### src/rtl/counter_seq_ctrl.sv
`default_nettype none
// ============================================================================
//  Module   : counter_seq_ctrl
//  Purpose  : Run-control sequencer for a WIDTH-bit counter datapath. Takes a
//             configuration (limit, direction, one-shot/periodic) over a
//             valid/ready handshake, then steps the count through an
//             IDLE/ARMED/RUN/PAUSE/DONE state machine. It reports a
//             terminal-count strobe and a saturating count of periodic reloads.
//  Optional : CTR_PRESCALE_EN adds parameter PRE_W and port cfg_prescale.
//             When it is defined, a step occurs once every cfg_prescale+1
//             RUN cycles.
//  Ports    : clk        - clock, all state changes on posedge
//             reset      - synchronous, active-low reset
//             cfg_valid  - configuration offer
//             cfg_ready  - configuration accept window (IDLE/ARMED/DONE)
//             cfg_limit  - terminal value, period is cfg_limit+1 steps
//             cfg_dir    - 0 = up 0..limit, 1 = down limit..0
//             cfg_mode   - 0 = one-shot, 1 = periodic
//             cfg_prescale (CTR_PRESCALE_EN only) - step divider minus one
//             start      - run/resume request (level)
//             stop       - pause request (level), has priority over start
//             count      - current count value
//             tc         - terminal-count strobe (combinational)
//             busy       - high in RUN or PAUSE
//             done       - high in DONE
//             wrap_cnt   - number of periodic reloads, saturating
//  Revision : 1.0 - initial release
// ============================================================================
module counter_seq_ctrl #(
   parameter int WIDTH  = 4,
   parameter int WRAP_W = 8
`ifdef CTR_PRESCALE_EN
   ,
   parameter int PRE_W  = 8
`endif
) (
   input  logic              clk,
   input  logic              reset,
   input  logic              cfg_valid,
   output logic              cfg_ready,
   input  logic [WIDTH-1:0]  cfg_limit,
   input  logic              cfg_dir,
   input  logic              cfg_mode,
`ifdef CTR_PRESCALE_EN
   input  logic [PRE_W-1:0]  cfg_prescale,
`endif
   input  logic              start,
   input  logic              stop,
   output logic [WIDTH-1:0]  count,
   output logic              tc,
   output logic              busy,
   output logic              done,
   output logic [WRAP_W-1:0] wrap_cnt
);

   typedef enum logic [2:0] {
      ST_IDLE  = 3'd0,
      ST_ARMED = 3'd1,
      ST_RUN   = 3'd2,
      ST_PAUSE = 3'd3,
      ST_DONE  = 3'd4
   } state_t;

   state_t              state_q, state_d;
   logic [WIDTH-1:0]    count_q, count_d;
   logic [WIDTH-1:0]    limit_q, limit_d;
   logic                dir_q, dir_d;
   logic                mode_q, mode_d;
   logic [WRAP_W-1:0]   wrap_q, wrap_d;
   logic                busy_q, busy_d;
   logic                done_q, done_d;
   logic                ready_q, ready_d;

   logic                xfer;
   logic                tick;
   logic                step;
   logic                at_term;
   logic [WIDTH-1:0]    start_val;
   logic [WIDTH-1:0]    term_val;

`ifdef CTR_PRESCALE_EN
   logic [PRE_W-1:0]    pre_cfg_q, pre_cfg_d;
   logic [PRE_W-1:0]    pre_cnt_q, pre_cnt_d;

   assign tick = (pre_cnt_q == pre_cfg_q);
`else
   assign tick = 1'b1;
`endif

   // The handshake window is the registered ready, so an offer during RUN or
   // PAUSE is simply dropped.
   assign xfer      = cfg_valid && ready_q;
   assign start_val = dir_q ? limit_q : '0;
   assign term_val  = dir_q ? '0 : limit_q;
   assign at_term   = (count_q == term_val);
   assign step      = (state_q == ST_RUN) && !stop && tick;
   assign tc        = step && at_term;

   always_comb begin
      state_d = state_q;
      count_d = count_q;
      limit_d = limit_q;
      dir_d   = dir_q;
      mode_d  = mode_q;
      wrap_d  = wrap_q;
`ifdef CTR_PRESCALE_EN
      pre_cfg_d = pre_cfg_q;
      pre_cnt_d = pre_cnt_q;
`endif

      case (state_q)
         ST_IDLE, ST_ARMED, ST_DONE: begin
            if (xfer) begin
               // A transfer wins over start; ARMED re-arms with the new values.
               limit_d = cfg_limit;
               dir_d   = cfg_dir;
               mode_d  = cfg_mode;
               count_d = cfg_dir ? cfg_limit : '0;
               wrap_d  = '0;
               state_d = ST_ARMED;
`ifdef CTR_PRESCALE_EN
               pre_cfg_d = cfg_prescale;
`endif
            end else if (state_q != ST_IDLE && start && !stop) begin
               // DONE restarts from the start value; ARMED is already preloaded.
               if (state_q == ST_DONE) begin
                  count_d = start_val;
               end
               state_d = ST_RUN;
`ifdef CTR_PRESCALE_EN
               pre_cnt_d = '0;
`endif
            end
         end

         ST_RUN: begin
            if (stop) begin
               state_d = ST_PAUSE;
            end else begin
`ifdef CTR_PRESCALE_EN
               pre_cnt_d = tick ? '0 : pre_cnt_q + PRE_W'(1);
`endif
               if (step) begin
                  if (!at_term) begin
                     count_d = dir_q ? count_q - WIDTH'(1) : count_q + WIDTH'(1);
                  end else if (mode_q) begin
                     count_d = start_val;
                     if (wrap_q != '1) begin
                        wrap_d = wrap_q + WRAP_W'(1);
                     end
                  end else begin
                     state_d = ST_DONE;
                  end
               end
            end
         end

         ST_PAUSE: begin
            // Prescaler phase is held here so a resume continues mid-period.
            if (start && !stop) begin
               state_d = ST_RUN;
            end
         end

         default: begin
            state_d = ST_IDLE;
         end
      endcase

      busy_d  = (state_d == ST_RUN) || (state_d == ST_PAUSE);
      done_d  = (state_d == ST_DONE);
      ready_d = !busy_d;
   end

   always_ff @(posedge clk) begin
      if (!reset) begin
         state_q <= ST_IDLE;
         count_q <= '0;
         limit_q <= '0;
         dir_q   <= 1'b0;
         mode_q  <= 1'b0;
         wrap_q  <= '0;
         busy_q  <= 1'b0;
         done_q  <= 1'b0;
         ready_q <= 1'b1;
`ifdef CTR_PRESCALE_EN
         pre_cfg_q <= '0;
         pre_cnt_q <= '0;
`endif
      end else begin
         state_q <= state_d;
         count_q <= count_d;
         limit_q <= limit_d;
         dir_q   <= dir_d;
         mode_q  <= mode_d;
         wrap_q  <= wrap_d;
         busy_q  <= busy_d;
         done_q  <= done_d;
         ready_q <= ready_d;
`ifdef CTR_PRESCALE_EN
         pre_cfg_q <= pre_cfg_d;
         pre_cnt_q <= pre_cnt_d;
`endif
      end
   end

   assign count     = count_q;
   assign busy      = busy_q;
   assign done      = done_q;
   assign cfg_ready = ready_q;
   assign wrap_cnt  = wrap_q;

endmodule
`default_nettype wire

### config.mk
export PLATFORM = sky130hd
export DESIGN_NAME = counter_seq_ctrl
export DESIGN_NICKNAME = d
export VERILOG_FILES = /design/src/rtl/counter_seq_ctrl.sv
export SDC_FILE = /design/constraint.sdc
export NUM_CORES = 1
export LEC_CHECK = 0
export CORE_UTILIZATION = 35
export CTS_CLUSTER_SIZE = 25
export DETAILED_ROUTE_END_ITERATION = 10
export GPL_ROUTABILITY_DRIVEN = 0
export PLACE_DENSITY = 0.61
export SLEW_MARGIN = 15
export SYNTH_ARGS = -nofsm -noshare
export SYNTH_HDL_FRONTEND = slang
export SYNTH_SLANG_ARGS = --single-unit
### constraint.sdc
create_clock -name clk -period 2.85 [get_ports clk]
set_input_delay 0.285 -clock clk [delete_from_list [all_inputs] [get_ports clk]]
set_output_delay 0.285 -clock clk [all_outputs]
set_load 0.1 [all_outputs]
==> out/metrics.csv, run 1 <==
stage,metric,value,unit
sta,final setup fails,0,
sta,Slew Limit Fails,0,
placed_design,DPL Wire Length,2640,microns
clock_tree,CTS tree,done,
synthesis,Post-synth EDFFs,0,
clock_tree,clk_lat worst skew,0.27,ns
clock_tree,clock sink total,24,
synthesis,leading cell type by number of instances after synthesis,dfxtp_1,
sta,period utilization,78.7,%
critical_path,FF-to-FF setup slack,0.75,ns
pwr,Max VDD drop,162,uV
critical_path,Crit. End Element,primary output,
floorplan,core area,0.00412,sq mm
floorplan,Row Count,23,
pwr,Leakage,0.726,nW
clock_tree,CTS root buf,clkbuf_8,
sta,fin crit period,2.24,ns
clock_tree,clk slew on worst S/H paths,0.09,ns
synthesis,cells after synthesis,173,
critical_path,crit path cell chain,inv_1 > nand4_1 > a32o_2 > nor3_4 > buf_4,
critical_path,WS Path Type,register to primary output,
critical_path,worst path arrival time,1.96,ns
synthesis,Synth area leaders,"dfxtp_1, mux2i_1, nand3_1",
global_route,initial antenna violation count,0,
sta,Setup Skew,0.00459,ns
floorplan,Chip Height,68.2,microns
detailed_routing,1st-iter DRT viols,71,
finish,Area growth syn-to-layout,19.2,%
detailed_routing,via count,1402,
global_route,GRT Resource Usage Total,16.5,%
sta,maximum clock frequency,0.446,GHz
synthesis,post-synth top area share,31.3,%
synthesis,#FFs+latches synth,24,
finish,share of layout cells above drive strength 1,19.9,%
job,max-cap viol count,0,
synthesis,dominant cell type by area after synthesis,dfxtp_1,
finish,antenna diode count,0,
synthesis,Synthesized Nets,188,
finish,Nets,212,
sta,RSZ-0062 raised after global routing,false,
global_route,"Remaining Overflow, GRT",0,
clock_tree,cts hold-fix bufs,0,
floorplan,Die Span X,68.2,microns
clock_tree,post-CTS setup buffer count,0,
run_status,status,"finished, final reports clean",
placed_design,placed cells,242,
synthesis,Async SR Flop Fraction,0,%
synthesis,syn_area_per_cell,8.86,sq um
synthesis,cell area after synthesis,0.00153,sq mm
placed_design,IO Port Bufs,26,
critical_path,"delay-heaviest family, CP",buffers and inverters,
synthesis,Synth warnings,0,
sta,Rel. slew slack,64.6,%
critical_path,Crit-path slowest cell,a32o_2,
pwr,Power per Cell Area,437,mW/mm^2
critical_path,buffer and inverter count on the worst path,2,
synthesis,Yosys cell types,51,
detailed_routing,Avg Vias per Cell,5.70,
sta,Final Hold Viols,0,
detailed_routing,DRC,0,
sta,final worst setup slack,0.606,ns
sta,TNS Setup,0,ns
detailed_routing,WL final,3570,microns
synthesis,dominant synthesized flop cell,dfxtp_1,
global_route,first-pass GRT wire length,5790,microns
synthesis,most frequent cells after synthesis,"dfxtp_1, nand3_1, mux2i_1",
global_route,largest net degree at the start of global routing,14,
sta,Final Hold Slack,0.523,ns
synthesis,"Seq/Total Area, Yosys",31.3,%
detailed_routing,Initial DRT Pass Iterations,4,
placed_design,pre-CTS setup slack,0.629,ns
critical_path,launching element type of the critical path,register,
floorplan,Initial Utilization,37.2,%
floorplan,I/O pin total,27,
finish,Layout Cells excl Fill,246,
min_path,worst min-delay path category,register to register,
detailed_routing,DR WL/cell,14.5,microns
clock_tree,CTS buffer count,3,
floorplan,die area,0.00465,sq mm
sta,Slew @ Worst Pin,0.528,ns
clock_tree,clk buf depth,2,
clock_tree,post-cts resize count,0,
critical_path,"Req. time, crit path",2.57,ns
critical_path,crit path max fanout,13,
clock_tree,level count of the clock H-tree,1,
detailed_routing,Routed Antenna Nets,0,
global_route,vias in the first global route,1263,
critical_path,max incr delay on CP,0.42,ns
==> sequential cells by signal, summed over array words and instances (netlist names) <==
| name | cells |
|---|---|
| busy | 1 |
| cfg_ready | 1 |
| count | 4 |
| dir_q | 1 |
| done | 1 |
| limit_q | 4 |
| mode_q | 1 |
| state_q | 3 |
| wrap_cnt | 8 |
==> layout make-up <==
type	instances	area (sq um)
inverter	5	18.8
clock buffer	4	55.1
sequential	24	483
timing repair buffer	28	235
tap	50	62.6
fill	411	2290
multi-input combinational	135	972
==> logic make-up after synthesis <==
kind of cell	count (synthesis)	synth area share, %
compound gates	42	21.5
simple gates	70	25.5
buf+inv	14	5.96
xor+xnor	6	3.43
mux	13	8.57
fa+ha+maj	4	3.76
flops	24	31.3
==> worst paths after layout <==
path | from | to | cells past startpoint
setup / recovery | dir_q | tc | 5
hold / removal | wrap_cnt[7] | wrap_cnt[7] | 2
setup reg to reg | dir_q | count[3] | 6
hold reg to reg | wrap_cnt[7] | wrap_cnt[7] | 2
==> where the power goes <==
| part | switching, mW | leakage, nW | total, mW | internal, mW |
|---|---|---|---|---|
| Sequential | 0.0200 | 0.196 | 0.368 | 0.348 |
| Combinational | 0.115 | 0.501 | 0.186 | 0.0711 |
| Clock | 0.120 | 0.0288 | 0.244 | 0.124 |
| Total | 0.255 | 0.726 | 0.797 | 0.542 |
==> cells in the final DEF (no fill, tap or decap), types with 2 or more instances in the layout <==
master,instances
o21a_1,2
nand4_1,5
a21oi_1,6
nand3_1,14
or3b_1,2
clkbuf_8,4
inv_1,5
a31oi_1,2
o211ai_1,4
a22oi_1,2
nor2b_1,7
ha_1,3
and2_1,3
nand2_1,11
clkdlybuf4s50_1,10
and3_1,2
or2_2,4
mux2i_1,12
dfxtp_1,22
nor2_1,11
xnor2_1,5
dfxtp_2,2
nor3_1,2
buf_4,18
o2111ai_1,3
o21ai_0,8
==> through the flow <==
stage | area [sq um] | util, % | total power [mW]
after floorplan | 1550 | - | 0.528
after global placement | 1770 | 43.1 | 0.558
after detailed placement | 1770 | 43.1 | 0.562
after CTS | 1830 | 44.4 | 0.803
after global routing | 1830 | 44.4 | 0.831
final | 1830 | 44.4 | 0.797
==> tightest hold or removal path: stages, from the launching register on <==
cell	delay (ns)
dfxtp_1	0.35
nand3_1	0.07
mux2i_1	0.06
==> per-layer routing <==
metal  track usage (%)  wire (microns)  up-vias
li1                  -               -      685
met1              20.3            1700      687
met3              2.17             108        5
met5                 0               0        -
met2              28.9            1710       25
met4              5.73              49        0
(Power assumes the default switching activity.)
==> inputs of run 2 (changes only) <==
Clock period 2.85 ns to 2.3 ns, I/O delays scaled along.
==> run 2 against run 1 <==
  * Clock-buffer cell count did not move
  * Clock skew decreased by 0.0015 ns
  * Via count is 0.64% lower
  * Die area is the same
  * Non-clock buffer count up 6
  * Utilization is 2.2 points higher
  * Combinational power is 43% higher
  * Largest power group unchanged
==> out/metrics.csv, run 2 (same netlist as run 1, synthesis figures left out) <==
stage,metric,value,unit,change
run_status,status,"finished, final reports clean",,
clock_tree,CTS root buf,clkbuf_8,,
pwr,Tot Pwr,1.06,mW,+32%
finish,fin util,46.6,%,+2.2 points
clock_tree,cts hold-fix bufs,0,,unchanged
critical_path,crit path max fanout,10,,-3
placed_design,pre-CTS setup slack,0.195,ns,-0.434 ns
min_path,worst min-delay path category,register to register,,
clock_tree,level count of the clock H-tree,1,,unchanged
floorplan,Chip Height,68.2,microns,unchanged
sta,Final Hold Viols,0,,unchanged
finish,share of layout cells above drive strength 1,25.7,%,+5.8 points
detailed_routing,Avg Vias per Cell,5.53,,-3.0%
finish,Area growth syn-to-layout,25.1,%,
floorplan,Initial Utilization,37.2,%,unchanged
sta,TNS Setup,0,ns,unchanged
placed_design,DPL Wire Length,2630,microns,-0.51%
critical_path,worst path arrival time,1.90,ns,-0.06 ns
critical_path,max incr delay on CP,0.42,ns,about the same
critical_path,Crit. End Element,primary output,,
sta,Final Hold Slack,0.529,ns,+0.00591 ns
detailed_routing,1st-iter DRT viols,100,,+41%
finish,Nets,218,,+2.8%
detailed_routing,WL final,3570,microns,unchanged
finish,"commonest non-fill, non-tap cell in the layout",buf_4,,
clock_tree,clk_lat worst skew,0.27,ns,about the same
pwr,Power per Cell Area,551,mW/mm^2,+26%
finish,number of flip-flops in the largest register,8,,unchanged
placed_design,IO Port Bufs,26,,unchanged
clock_tree,clk slew on worst S/H paths,0.09,ns,about the same
critical_path,RR Startpoint,dir_q,,
sta,Slew Limit Fails,0,,unchanged
clock_tree,clk buf depth,2,,unchanged
floorplan,I/O pin total,27,,unchanged
placed_design,placed cells,244,,+0.83%
critical_path,launching element type of the critical path,register,,
sta,fin crit period,2.13,ns,
sta,Setup Skew,0.00307,ns,-0.00152 ns
finish,final instance area,0.00192,sq mm,+4.9%
sta,Rel. slew slack,71.7,%,+7.0 points
sta,Slew @ Worst Pin,0.425,ns,-0.103 ns
clock_tree,CTS tree,done,,
detailed_routing,Initial DRT Pass Iterations,4,,unchanged
finish,antenna diode count,0,,unchanged
floorplan,Row Count,23,,unchanged
global_route,vias in the first global route,1375,,+8.9%
global_route,GRT Resource Usage Total,17.2,%,+0.77 points
job,max-cap viol count,0,,unchanged
critical_path,crit path cell chain,inv_2 > nand4_1 > a32o_2 > buf_4 > nor3_4 > buf_12,,
floorplan,Die Span X,68.2,microns,unchanged
detailed_routing,via count,1393,,-0.64%
floorplan,core area,0.00412,sq mm,unchanged
sta,RSZ-0062 raised after global routing,false,,
floorplan,die area,0.00465,sq mm,unchanged
global_route,initial antenna violation count,0,,unchanged
sta,final worst setup slack,0.168,ns,-0.438 ns
finish,most frequent cells in the layout,"buf_4, dfxtp_1, nand3_1",,
pwr,Max VDD drop,288,uV,+78%
sta,maximum clock frequency,0.469,GHz,
pwr,Leakage,0.768,nW,+5.7%
global_route,"Remaining Overflow, GRT",0,,unchanged
finish,Layout Cells excl Fill,252,,+2.4%
sta,period utilization,92.7,%,
clock_tree,CTS buffer count,3,,unchanged
detailed_routing,DR WL/cell,14.2,microns,-2.4%
detailed_routing,Routed Antenna Nets,0,,unchanged
clock_tree,clock sink total,24,,unchanged
sta,final setup fails,0,,unchanged
critical_path,WS Path Type,register to primary output,,
detailed_routing,DRC,0,,unchanged
global_route,largest net degree at the start of global routing,22,,+8
critical_path,Crit-path slowest cell,dfxtp_1,,
placed_design,Placed Area,0.00182,sq mm,+2.8%
critical_path,"Req. time, crit path",2.07,ns,-0.50 ns
min_path,worst hold start,count[2],,
global_route,first-pass GRT wire length,6150,microns,+6.2%
critical_path,crit path from,dir_q,,
-- run 2: cell types whose count changed in the layout (fill, tap and decap cells not counted), moves of 2 or more --
cell and change:
dfxtp_1 -5, dfxtp_2 +2, buf_4 +5, dfxtp_4 +3
-- run 2: what timing repair did --
item	4_1_cts	5_1_grt
resized for setup	0	1
setup endpoints to repair	0	1
hold endpoints to repair	0	0
setup buffers	0	4
-- run 2: worst paths after layout --
path / end / cells after the start / slack [ns]
hold reg to reg: count[2] / 2 / 0.53
setup / recovery: tc / 6 / 0.17
hold / removal: count[2] / 2 / 0.53
setup reg to reg: wrap_cnt[1] / 7 / 0.32
-- run 2: area by class of cell --
cell class	count	area [sq um]
Tap cell	50	62.6
Timing Repair Buffer	34	293
Sequential cell	24	497
Inverter	5	18.8
Fill cell	410	2200
Clock buffer	4	66.3
Multi-Input combinational cell	135	980
-- run 2: report_power, final --
group          internal (mW)  switching [mW]  leakage, nW
combinational          0.115           0.151        0.535
sequential             0.429          0.0256        0.199
clock                  0.189           0.146       0.0339
-- run 2: metal layers --
layer  global-route usage [%]  routed length (microns)  share of wire (%)  vias to the layer above
met5                        0                        0                  0                        -
met4                     5.73                       38                1.1                        0
met3                     2.33                       80                2.2                        4
met2                     29.2                     1690                 47                       22
met1                     22.3                     1760                 49                      666
li1                         -                        -                  -                      701
-- run 2: worst max-delay path: cells and delay by family, from the launching register on --
kind                   cells  cell delay [ns]
AO/OA/AOI/OAI              1             0.35
buffers and inverters      3             0.55
flip-flops                 1             0.42
AND/OR/NAND/NOR            2             0.32
==> inputs of run 3 (changes only) <==
Clock period 2.3 ns to 2.1 ns, I/O delays scaled along.
==> run 3 against run 2 <==
  * Hold slack got worse by 0.015 ns
  * Sequential power rose by 9.0%
  * Clock power fell by 5%
  * Die area did not move
  * Critical path depth fell by 2
  * Clock-buffer cell count did not move
  * Final area rose by 0.52%
  * Cell count rose by 0.79%
  * Combinational power rose by 11%
  * Utilization rose by 0.24 points
  * Sequential share of layout area barely moved
  * Global-route usage fell by 0.23 points
==> out/metrics.csv, run 3 (same netlist as run 1, synthesis figures left out) <==
stage,metric,value,unit,change
run_status,status,"finished, final reports clean",,
clock_tree,clock sink total,24,,unchanged
finish,Area growth syn-to-layout,25.7,%,
pwr,Power per Cell Area,576,mW/mm^2,+4.6%
critical_path,Crit. End Element,primary output,,
sta,Final Hold Slack,0.514,ns,-0.0154 ns
global_route,gr busiest metal,met2,,
detailed_routing,1st-iter DRT viols,80,,-20%
critical_path,launching element type of the critical path,register,,
clock_tree,CTS buffer count,3,,unchanged
clock_tree,clk buf depth,2,,unchanged
floorplan,die area,0.00465,sq mm,unchanged
min_path,hold path cells,2,,unchanged
clock_tree,level count of the clock H-tree,1,,unchanged
min_path,worst min-delay path category,register to register,,
global_route,initial antenna violation count,0,,unchanged
pwr,Clk pwr share,28.6,%,-3.1 points
job,max-cap viol count,0,,unchanged
floorplan,core area,0.00412,sq mm,unchanged
finish,fin util,46.8,%,+0.24 points
critical_path,worst path arrival time,1.77,ns,-0.13 ns
finish,share of layout cells above drive strength 1,27.9,%,+2.2 points
finish,antenna diode count,0,,unchanged
sta,Setup Skew,0.00388,ns,+0.000810 ns
critical_path,WS Path Type,register to primary output,,
placed_design,placed cells,248,,+1.6%
sta,final setup fails,0,,unchanged
floorplan,Row Count,23,,unchanged
floorplan,I/O pin total,27,,unchanged
placed_design,IO Port Bufs,26,,unchanged
placed_design,DPL Wire Length,2700,microns,+2.7%
sta,maximum clock frequency,0.506,GHz,
finish,Layout Cells excl Fill,254,,+0.79%
sta,fin crit period,1.98,ns,
sta,period utilization,94.1,%,
critical_path,max incr delay on CP,0.47,ns,+0.05 ns
pwr,Tot Pwr,1.11,mW,+5.2%
min_path,worst hold start,wrap_cnt[7],,
finish,final instance area,0.00193,sq mm,+0.52%
pwr,P_sw,346,uW,+7.4%
global_route,vias in the first global route,1309,,-4.8%
detailed_routing,DR WL/cell,14.4,microns,+1.9%
finish,most frequent cells in the layout,"buf_4, dfxtp_1, nand3_1",,
critical_path,r2r endpoint,wrap_cnt[5],,
global_route,Global Route met3 Usage,2.17,%,-0.17 points
detailed_routing,via count,1394,,+0.072%
global_route,largest net degree at the start of global routing,22,,unchanged
detailed_routing,WL final,3670,microns,+2.7%
finish,Nets,220,,+0.92%
finish,number of flip-flops in the largest register,8,,unchanged
critical_path,crit path cell chain,or3b_1 > buf_4 > nor3_4 > buf_12,,
critical_path,"Req. time, crit path",1.89,ns,-0.18 ns
clock_tree,clk slew on worst S/H paths,0.09,ns,about the same
global_route,met1 usage,21.2,%,-1.1 points
pwr,Switching Share,31.1,%,+0.64 points
sta,RSZ-0062 raised after global routing,false,,
critical_path,Crit-path slowest cell,dfxtp_1,,
floorplan,Die Span X,68.2,microns,unchanged
floorplan,Initial Utilization,37.2,%,unchanged
clock_tree,CTS root buf,clkbuf_8,,
critical_path,RR Startpoint,limit_q[1],,
clock_tree,clk_lat worst skew,0.26,ns,about the same
clock_tree,CTS tree,done,,
placed_design,Placed Area,0.00185,sq mm,+1.6%
critical_path,crit path from,state_q[1],,
detailed_routing,Routed Antenna Nets,0,,unchanged
detailed_routing,DRC,0,,unchanged
sta,Rel. slew slack,72.0,%,+0.35 points
sta,Slew Limit Fails,0,,unchanged
min_path,Hold Path End,wrap_cnt[7],,
finish,# fillers,411,,+0.24%
critical_path,r2r worst-path depth,8,,+1
floorplan,Chip Height,68.2,microns,unchanged
critical_path,crit path max fanout,9,,-1
critical_path,FF-to-FF setup slack,0.15,ns,-0.17 ns
pwr,Combinational Power Share,26.7,%,+1.5 points
pwr,Int Power,764,uW,+4.2%
detailed_routing,Initial DRT Pass Iterations,4,,unchanged
global_route,"Remaining Overflow, GRT",0,,unchanged
sta,Final Hold Viols,0,,unchanged
finish,"commonest non-fill, non-tap cell in the layout",buf_4,,
pwr,Leakage,0.773,nW,+0.68%
detailed_routing,Avg Vias per Cell,5.49,,-0.72%
critical_path,"delay-heaviest family, CP",simple AND/OR/NAND/NOR gates,,
global_route,GRT Resource Usage Total,17.0,%,-0.23 points
pwr,Max VDD drop,301,uV,+4.4%
global_route,first-pass GRT wire length,5970,microns,-2.9%
pwr,sequential share of power,44.7,%,+1.6 points
global_route,GRT met2 Usage,29.8,%,+0.61 points
critical_path,buffer and inverter count on the worst path,2,,-1
sta,Slew @ Worst Pin,0.416,ns,-0.00907 ns
run 3: changes by cell type in the layout (fill, tap and decap cells not counted), sizes merged:
cell  delta
buf      +2
run 3: how the worst max path moves through the flow:
stage,cells after the start,slack (ns),end
after floorplan,6,-0.26,tc
after global routing,4,0.006,tc
final,4,0.12,tc
after detailed placement,7,0.002,wrap_cnt[7]
after global placement,7,0.04,wrap_cnt[7]
after CTS,6,0.07,tc
run 3: area by class of cell:
type | count | area, sq um | share of cell area [%]
clock buffer | 4 | 55.1 | 2.86
inverter | 5 | 18.8 | 0.974
multi-input combinational | 135 | 983 | 51.0
sequential | 24 | 499 | 25.9
tap | 50 | 62.6 | 3.25
timing repair buffer | 36 | 308 | 16.0
run 3: power groups by stage:
stage | logic (mW) | clock network (mW) | registers (mW)
2_1_floorplan | 0.179 | 0 | 0.538
3_3_place_gp | 0.273 | 0 | 0.504
3_5_place_dp | 0.279 | 0 | 0.505
4_1_cts | 0.294 | 0.336 | 0.496
5_1_grt | 0.320 | 0.350 | 0.499
6_report | 0.296 | 0.318 | 0.496
run 3: timing repair:
action / CTS / global route
pin swaps: 1 / 1
hold buffers: 0 / 0
setup endpoints to repair: 1 / 2
buffers inserted: 2 / 0
resized for setup: 3 / 1
run 3: worst reg2reg max path, stage by stage (launching register included):
cell and delay (ns):
dfxtp_1 0.35, and4bb_1 0.28, a22oi_1 0.09, a32o_2 0.26, buf_4 0.17, buf_4 0.15, a2111oi_4 0.34, xnor2_1 0.15
nor2_1 0.05
run 3: metrics by stage:
stage	TNS [ns]	setup slack, ns
CTS	0	0.0741
global route	0	0.00572
finish	0	0.123
global placement	0	0.0439
floorplan	-0.258	-0.258
detailed placement	0	0.00187
run 3: layer usage:
metal	up-vias	share of wire [%]
li1	701	-
met1	671	46
met2	20	50
met3	2	2.6
met4	0	0.76
met5	-	0
